<file path="src/rtl/input_memory_ctrl_if.sv">
// Signal bundle of the frame load/replay controller: upstream stream, downstream stream,
// memory ports and job control/status. master = surrounding system, slave = controller.
interface input_memory_ctrl_if #(
  parameter int DATA_W = 8,
  parameter int ADDR_W = 6
);
  logic              start;
  logic [ADDR_W-1:0] cfg_len;
  logic [3:0]        cfg_passes;
  logic              in_valid;
  logic [DATA_W-1:0] in_data;
  logic              in_ready;
  logic              out_valid;
  logic [DATA_W-1:0] out_data;
  logic              out_last;
  logic              out_ready;
  logic [ADDR_W-1:0] mem_wr_ptr;
  logic [DATA_W-1:0] mem_data_in;
  logic [ADDR_W-1:0] mem_rd_ptr;
  logic [DATA_W-1:0] mem_data_out;
  logic              busy;
  logic              done;

  modport master (
    output start, cfg_len, cfg_passes, in_valid, in_data, out_ready, mem_data_out,
    input  in_ready, out_valid, out_data, out_last, mem_wr_ptr, mem_data_in, mem_rd_ptr,
           busy, done
  );

  modport slave (
    input  start, cfg_len, cfg_passes, in_valid, in_data, out_ready, mem_data_out,
    output in_ready, out_valid, out_data, out_last, mem_wr_ptr, mem_data_in, mem_rd_ptr,
           busy, done
  );
endinterface

</file>
<file path="src/rtl/input_memory_ctrl.sv">
// Loads one frame into an external 1-cycle-latency memory, then replays it cfg_passes times;
// first byte one cycle after READ entry, 2-entry skid buffer absorbs any out_ready stall pattern.
module input_memory_ctrl #(
  parameter int DATA_W = 8,
  parameter int ADDR_W = 6
) (
  input  logic               clk,
  input  logic               rst,
  input_memory_ctrl_if.slave bus
);

  typedef enum logic [1:0] {IDLE, LOAD, READ, DONE} state_t;

  localparam logic [ADDR_W-1:0] PARK  = {ADDR_W{1'b1}};
  localparam logic [ADDR_W-1:0] ONE_A = {{(ADDR_W-1){1'b0}}, 1'b1};

  state_t            state_q, state_d;
  logic [ADDR_W-1:0] len_q, wr_cnt_q, rd_addr_q, rd_ptr_q;
  logic [3:0]        passes_q, rd_pass_q, out_pass_q;
  logic              rd_all_q, inf_q, inf_last_q;
  logic [DATA_W-1:0] sk_dat_q [2];
  logic [1:0]        sk_last_q;
  logic [1:0]        sk_cnt_q;
  logic              sk_head_q;

  logic in_ready_c, busy_c, done_c;
  logic start_ok, in_fire, load_end;
  logic issue, issue_last, out_vld_c, out_fire, push, pop_sk, wr_idx, final_beat;

  // State register
  always_ff @(posedge clk or posedge rst) begin
    if (rst) state_q <= IDLE;
    else     state_q <= state_d;
  end

  // Next-state logic
  always_comb begin
    state_d = state_q;
    case (state_q)
      IDLE:    if (start_ok)   state_d = LOAD;
      LOAD:    if (load_end)   state_d = READ;
      READ:    if (final_beat) state_d = DONE;
      default:                 state_d = IDLE;
    endcase
  end

  // Output logic
  always_comb begin
    in_ready_c = 1'b0;
    busy_c     = 1'b1;
    done_c     = 1'b0;
    case (state_q)
      IDLE:    busy_c     = 1'b0;
      LOAD:    in_ready_c = 1'b1;
      DONE:    done_c     = 1'b1;
      default: ;
    endcase
  end

  assign start_ok = (state_q == IDLE) && bus.start && (bus.cfg_len != '0);
  assign in_fire  = bus.in_valid && in_ready_c;
  assign load_end = in_fire && (wr_cnt_q == len_q - ONE_A);

  // Skid occupancy plus the one possible in-flight read must stay below two.
  assign issue      = (state_q == READ) && !rd_all_q &&
                      ((sk_cnt_q == 2'd0) || ((sk_cnt_q == 2'd1) && !inf_q));
  assign issue_last = (rd_addr_q == len_q - ONE_A);

  assign out_vld_c  = (sk_cnt_q != 2'd0) || inf_q;
  assign out_fire   = out_vld_c && bus.out_ready;
  assign pop_sk     = out_fire && (sk_cnt_q != 2'd0);
  assign push       = inf_q && !((sk_cnt_q == 2'd0) && bus.out_ready);
  assign wr_idx     = sk_head_q ^ (sk_cnt_q == 2'd1);
  assign final_beat = out_fire && bus.out_last && (out_pass_q == passes_q - 4'd1);

  assign bus.in_ready    = in_ready_c;
  assign bus.busy        = busy_c;
  assign bus.done        = done_c;
  assign bus.mem_data_in = bus.in_data;
  assign bus.mem_wr_ptr  = in_fire ? wr_cnt_q : PARK;
  assign bus.mem_rd_ptr  = issue ? rd_addr_q : rd_ptr_q;
  assign bus.out_valid   = out_vld_c;
  // With the skid empty, freshly returned memory data bypasses straight to the output.
  assign bus.out_data    = (sk_cnt_q != 2'd0) ? sk_dat_q[sk_head_q] : bus.mem_data_out;
  assign bus.out_last    = (sk_cnt_q != 2'd0) ? sk_last_q[sk_head_q] : (inf_q && inf_last_q);

  always_ff @(posedge clk or posedge rst) begin
    if (rst) begin
      len_q      <= '0;
      passes_q   <= '0;
      wr_cnt_q   <= '0;
      rd_addr_q  <= '0;
      rd_ptr_q   <= '0;
      rd_pass_q  <= '0;
      out_pass_q <= '0;
      rd_all_q   <= 1'b0;
      inf_q      <= 1'b0;
      inf_last_q <= 1'b0;
      sk_dat_q[0] <= '0;
      sk_dat_q[1] <= '0;
      sk_last_q  <= '0;
      sk_cnt_q   <= '0;
      sk_head_q  <= 1'b0;
    end else begin
      if (start_ok) begin
        len_q      <= bus.cfg_len;
        passes_q   <= (bus.cfg_passes == 4'd0) ? 4'd1 : bus.cfg_passes;
        wr_cnt_q   <= '0;
        rd_addr_q  <= '0;
        rd_pass_q  <= '0;
        out_pass_q <= '0;
        rd_all_q   <= 1'b0;
        sk_cnt_q   <= '0;
        sk_head_q  <= 1'b0;
      end
      if (in_fire) wr_cnt_q <= wr_cnt_q + ONE_A;

      if (issue) begin
        rd_ptr_q <= rd_addr_q;
        if (issue_last) begin
          rd_addr_q <= '0;
          if (rd_pass_q == passes_q - 4'd1) rd_all_q  <= 1'b1;
          else                              rd_pass_q <= rd_pass_q + 4'd1;
        end else begin
          rd_addr_q <= rd_addr_q + ONE_A;
        end
      end
      inf_q      <= issue;
      inf_last_q <= issue && issue_last;

      if (push) begin
        sk_dat_q[wr_idx]  <= bus.mem_data_out;
        sk_last_q[wr_idx] <= inf_last_q;
      end
      if (pop_sk) sk_head_q <= ~sk_head_q;
      if (push && !pop_sk)      sk_cnt_q <= sk_cnt_q + 2'd1;
      else if (!push && pop_sk) sk_cnt_q <= sk_cnt_q - 2'd1;

      if (out_fire && bus.out_last) out_pass_q <= out_pass_q + 4'd1;
    end
  end

endmodule
</file>
<file path="src/flat_wrapper.sv">
// flat-port wrapper written by rule: the top's interface ports become plain ports
module input_memory_ctrl_flat 
#(
  parameter int DATA_W = 8,
  parameter int ADDR_W = 6
)
  (clk, rst, bus_start, bus_cfg_len, bus_cfg_passes, bus_in_valid, bus_in_data, bus_out_ready, bus_mem_data_out, bus_in_ready, bus_out_valid, bus_out_data, bus_out_last, bus_mem_wr_ptr, bus_mem_data_in, bus_mem_rd_ptr, bus_busy, bus_done);
  input_memory_ctrl_if #(.DATA_W(DATA_W), .ADDR_W(ADDR_W)) bus_i ();
  input  logic clk;
  input  logic rst;
  input wire logic [$bits(bus_i.start)-1:0] bus_start;
  input wire logic [$bits(bus_i.cfg_len)-1:0] bus_cfg_len;
  input wire logic [$bits(bus_i.cfg_passes)-1:0] bus_cfg_passes;
  input wire logic [$bits(bus_i.in_valid)-1:0] bus_in_valid;
  input wire logic [$bits(bus_i.in_data)-1:0] bus_in_data;
  input wire logic [$bits(bus_i.out_ready)-1:0] bus_out_ready;
  input wire logic [$bits(bus_i.mem_data_out)-1:0] bus_mem_data_out;
  output wire logic [$bits(bus_i.in_ready)-1:0] bus_in_ready;
  output wire logic [$bits(bus_i.out_valid)-1:0] bus_out_valid;
  output wire logic [$bits(bus_i.out_data)-1:0] bus_out_data;
  output wire logic [$bits(bus_i.out_last)-1:0] bus_out_last;
  output wire logic [$bits(bus_i.mem_wr_ptr)-1:0] bus_mem_wr_ptr;
  output wire logic [$bits(bus_i.mem_data_in)-1:0] bus_mem_data_in;
  output wire logic [$bits(bus_i.mem_rd_ptr)-1:0] bus_mem_rd_ptr;
  output wire logic [$bits(bus_i.busy)-1:0] bus_busy;
  output wire logic [$bits(bus_i.done)-1:0] bus_done;
  assign bus_i.start = bus_start;
  assign bus_i.cfg_len = bus_cfg_len;
  assign bus_i.cfg_passes = bus_cfg_passes;
  assign bus_i.in_valid = bus_in_valid;
  assign bus_i.in_data = bus_in_data;
  assign bus_i.out_ready = bus_out_ready;
  assign bus_i.mem_data_out = bus_mem_data_out;
  assign bus_in_ready = bus_i.in_ready;
  assign bus_out_valid = bus_i.out_valid;
  assign bus_out_data = bus_i.out_data;
  assign bus_out_last = bus_i.out_last;
  assign bus_mem_wr_ptr = bus_i.mem_wr_ptr;
  assign bus_mem_data_in = bus_i.mem_data_in;
  assign bus_mem_rd_ptr = bus_i.mem_rd_ptr;
  assign bus_busy = bus_i.busy;
  assign bus_done = bus_i.done;
  input_memory_ctrl #(.DATA_W(DATA_W), .ADDR_W(ADDR_W)) u_core (.clk(clk), .rst(rst), .bus(bus_i));
endmodule
</file>
<file path="config.mk">
export PLATFORM = sky130hd
export DESIGN_NAME = input_memory_ctrl_flat
export DESIGN_NICKNAME = d
export VERILOG_FILES = /design/src/rtl/input_memory_ctrl_if.sv /design/src/rtl/input_memory_ctrl.sv /design/src/flat_wrapper.sv
export SDC_FILE = /design/constraint.sdc
export NUM_CORES = 1
export LEC_CHECK = 0
export ABC_CLOCK_PERIOD_IN_PS = 4750
export CAP_MARGIN = 20
export CORE_ASPECT_RATIO = 1.1
export CORE_UTILIZATION = 57
export CTS_CLUSTER_DIAMETER = 30
export DETAILED_ROUTE_END_ITERATION = 10
export GPL_TIMING_DRIVEN = 1
export PLACE_DENSITY = 0.86
export SYNTH_ARGS = -nofsm -noshare
export SYNTH_HDL_FRONTEND = slang
export SYNTH_SLANG_ARGS = --single-unit
export TNS_END_PERCENT = 100
</file>
<file path="constraint.sdc">
create_clock -name clk -period 4.75 [get_ports clk]
set_input_delay 0.475 -clock clk [delete_from_list [all_inputs] [get_ports clk]]
set_output_delay 0.475 -clock clk [all_outputs]
set_load 0.01 [all_outputs]
</file>
==> impl_metrics.toml <==
[synthesis]
netlist_area_sq_um = 3470
ys_warn_count = 0
synth_edf_count = 0
ys_types = 46
async_flop_share = 1.00
ys_seq_area_frac = 0.447
synth_fp_nets = 399
synthTopCellsByArea = "dfrtp_1, mux2_2, nand2_1"
synth_area_per_cell_sq_um = 9.78
synth_cells = 355
yosys.area.top_type_share = 0.447
synth_area_leader_cell = "dfrtp_1"
synth_ff_type = "dfrtp_1"
synth-seq-cells = 62

[cts]
clock_path_buffers = 2
cts_resized = 0
cts-root-buf = "clkbuf_8"
clk_pin_slew_worst_paths_ps = 70
cts_buffers = 9
post_cts_buffers = 0
cts_tree = "built"
cts_num_sinks = 62
cts_max_level = 3
hold_buffers = 0
clock_latency_ps = 340

[pwr]
p_comb_frac = 0.478
power_mw = 2.68
ir_drop_mv = 0.350
power.internal_mw = 1.66
switchingPower_mw = 1.02
switching_share = 0.381
power.share.clock = 0.186
seq_power_share = 0.336
p_leak_nw = 1.88
power_density_nw_per_um2 = 643

[sta]
hold_viol_final = 0
period_minus_slack_ps = 3670
fin_tns_setup_ps = 0
relSlewSlack = 0.369
worstMarginPinSlew_ps = 931
fmax_ghz = 0.273
skew_ps = 6.25
whs_ps = 471
setup_viol = 0
slew_viol_final = 0
finalCritPeriodShare = 0.772
rsz0062_at_grt = "false"
setup_slack_ps = 1080

[route]
viasPerCell = 5.68
drc_errors = 0
wl_met2_microns = 3690
routedWlPerCell_microns = 15.1
drtIter0Drc = 244
routed_wl_microns = 7190
num_vias = 2696
top_layer_used = "met4"
firstDrtPassIters = 4
met3_length_microns = 238
wl_met1_microns = 3060
drtAntennaViolNets = 0

[global_route]
grt_pass1_wl_microns = 12400
antenna_found_initial = 0
grt_pass1_vias = 2748
grt_use_total = 0.248
grt.overflow.total = 0
grt_max_degree = 63

[critical_path]
worstPathArrival_ps = 3190
required_ps = 4280
critPathKind = "register to primary output"
r2r_cells = 7
path_max_fanout = 23
rrSetupSlack_ps = 1780
setup.worst_path.start_class = "register"
end_kind = "primary output"

[die]
initial_core_util = 0.598
coreArea_sq_um = 5810
rows = 29
die_h_microns = 83.8
die_x_microns = 76.4
die-area_sq_um = 6410
io_pins = 64

[placed_design]
hpwl_microns = 4960
dp.cells = 459
dp_slack_ps = 1480
gp_congestion = 0.777
io_buffers = 47

[layout]
instances_no_fill = 475
area_growth_pct = 19.8
nets = 437
drive_gt1_frac = 0.131
antenna_cells = 0

[min_path]
hold_path.class = "register to register"
whs_path_depth = 2

[status]
status = "completed"

[flow_run]
max_cap_violations = 0
==> cells in the mapped netlist, types with 4 or more instances <==
library cell	n
nand3_1	20
mux2_2	22
or2_2	7
nor2_1	6
o21ai_0	25
clkbuf_1	11
ha_1	13
o21ai_1	5
a21o_1	4
xnor2_1	18
nand2_1	64
inv_1	15
dfrtp_1	62
xor2_1	11
nor3_1	6
buf_4	8
mux2i_1	10
o31ai_1	4
a21oi_1	4
==> final timing paths <==
path,startpoint,end
worst max-delay path,u_core.sk_cnt_q[0],bus_mem_rd_ptr[2]
worst min-delay path,u_core.rd_ptr_q[5],u_core.rd_ptr_q[5]
worst max register to register,u_core.sk_cnt_q[0],u_core.state_q[1]
worst min register to register,u_core.rd_ptr_q[5],u_core.rd_ptr_q[5]
max in group asynchronous,rst,u_core.rd_ptr_q[1]
min in group asynchronous,rst,u_core.sk_dat_q[14]
==> per-layer routing <==
layer,track usage,vias up
li1,-,1301
met1,0.294,1320
met2,0.432,59
met3,0.0372,16
met4,0.136,0
met5,0,-
==> stage by stage <==
stage	util	instance area (sq um)
6_report	0.716	4160
5_1_grt	0.716	4160
4_1_cts	0.716	4160
3_5_place_dp	0.678	3940
3_3_place_gp	0.678	3940
2_1_floorplan	-	3470
==> area by class of cell <==
| cell class | instances | area [sq um] |
|---|---|---|
| Clock buffer | 14 | 183 |
| Clock inverter | 2 | 37.5 |
| Fill cell | 430 | 1650 |
| Inverter | 15 | 56.3 |
| Multi-Input combinational cell | 256 | 1750 |
| Sequential cell | 62 | 1550 |
| Tap cell | 77 | 96.3 |
| Timing Repair Buffer | 49 | 485 |
==> cell families (layout without fill, tap and decap cells) <==
group / after synthesis / after routing / share of synthesized area
simple gates: 125 / 125 / 0.170
flops: 62 / 62 / 0.447
compound gates: 56 / 56 / 0.105
buf+inv: 37 / 80 / 0.0512
mux: 32 / 32 / 0.100
xor+xnor: 30 / 30 / 0.0797
fa+ha+maj: 13 / 13 / 0.0469
==> sequential cells by signal (all words and copies together), names as in the netlist, 4 cells and up <==
register	cells
u_core.sk_dat_q	16
u_core.len_q	6
u_core.rd_addr_q	6
u_core.rd_ptr_q	6
u_core.wr_cnt_q	6
u_core.out_pass_q	4
u_core.passes_q	4
u_core.rd_pass_q	4
==> critical path, cell delays in order, from the launching register on <==
cell and delay, ps:
dfrtp_1 410, inv_1 70, ha_1 610, a21oi_1 100, or3b_2 600, inv_1 320
nand2_1 110, nand2_1 90, clkdlybuf4s50_1 540
==> cells in the final DEF, fill, tap and decap left out, drive strengths merged, types with 2 or more instances in the layout <==
| cell | netlist | routed |
|---|---|---|
| or2 | 7 | 7 |
| a21oi | 4 | 4 |
| nand3 | 20 | 20 |
| xor2 | 11 | 11 |
| o31ai | 4 | 4 |
| mux2i | 10 | 10 |
| a211o | 2 | 2 |
| clkbuf | 11 | 14 |
| a31oi | 2 | 2 |
| nand2b | 3 | 3 |
| nand2 | 64 | 64 |
| nor2 | 6 | 6 |
| o311ai | 2 | 2 |
| buf | 11 | 2 |
| nand4 | 3 | 3 |
| or4 | 2 | 2 |
| inv | 15 | 15 |
| or3 | 2 | 2 |
| clkdlybuf4s50 | 0 | 47 |
| nor3 | 6 | 6 |
| nor3b | 3 | 3 |
| a21o | 4 | 4 |
| o21ai | 30 | 30 |
| mux2 | 22 | 22 |
| ha | 13 | 13 |
| nor2b | 2 | 2 |
| dfrtp | 62 | 62 |
| xnor2 | 18 | 18 |
| nor4 | 3 | 3 |
==> power groups by stage <==
stage          registers (mW)  logic (mW)  clock network [mW]
3_5_place_dp            0.904        1.27                   0
5_1_grt                 0.924        1.41               0.531
6_report                0.900        1.28               0.498
3_3_place_gp            0.893        1.22                   0
2_1_floorplan           0.827       0.949                   0
4_1_cts                 0.897        1.28               0.506
(Power assumes the default switching activity.)
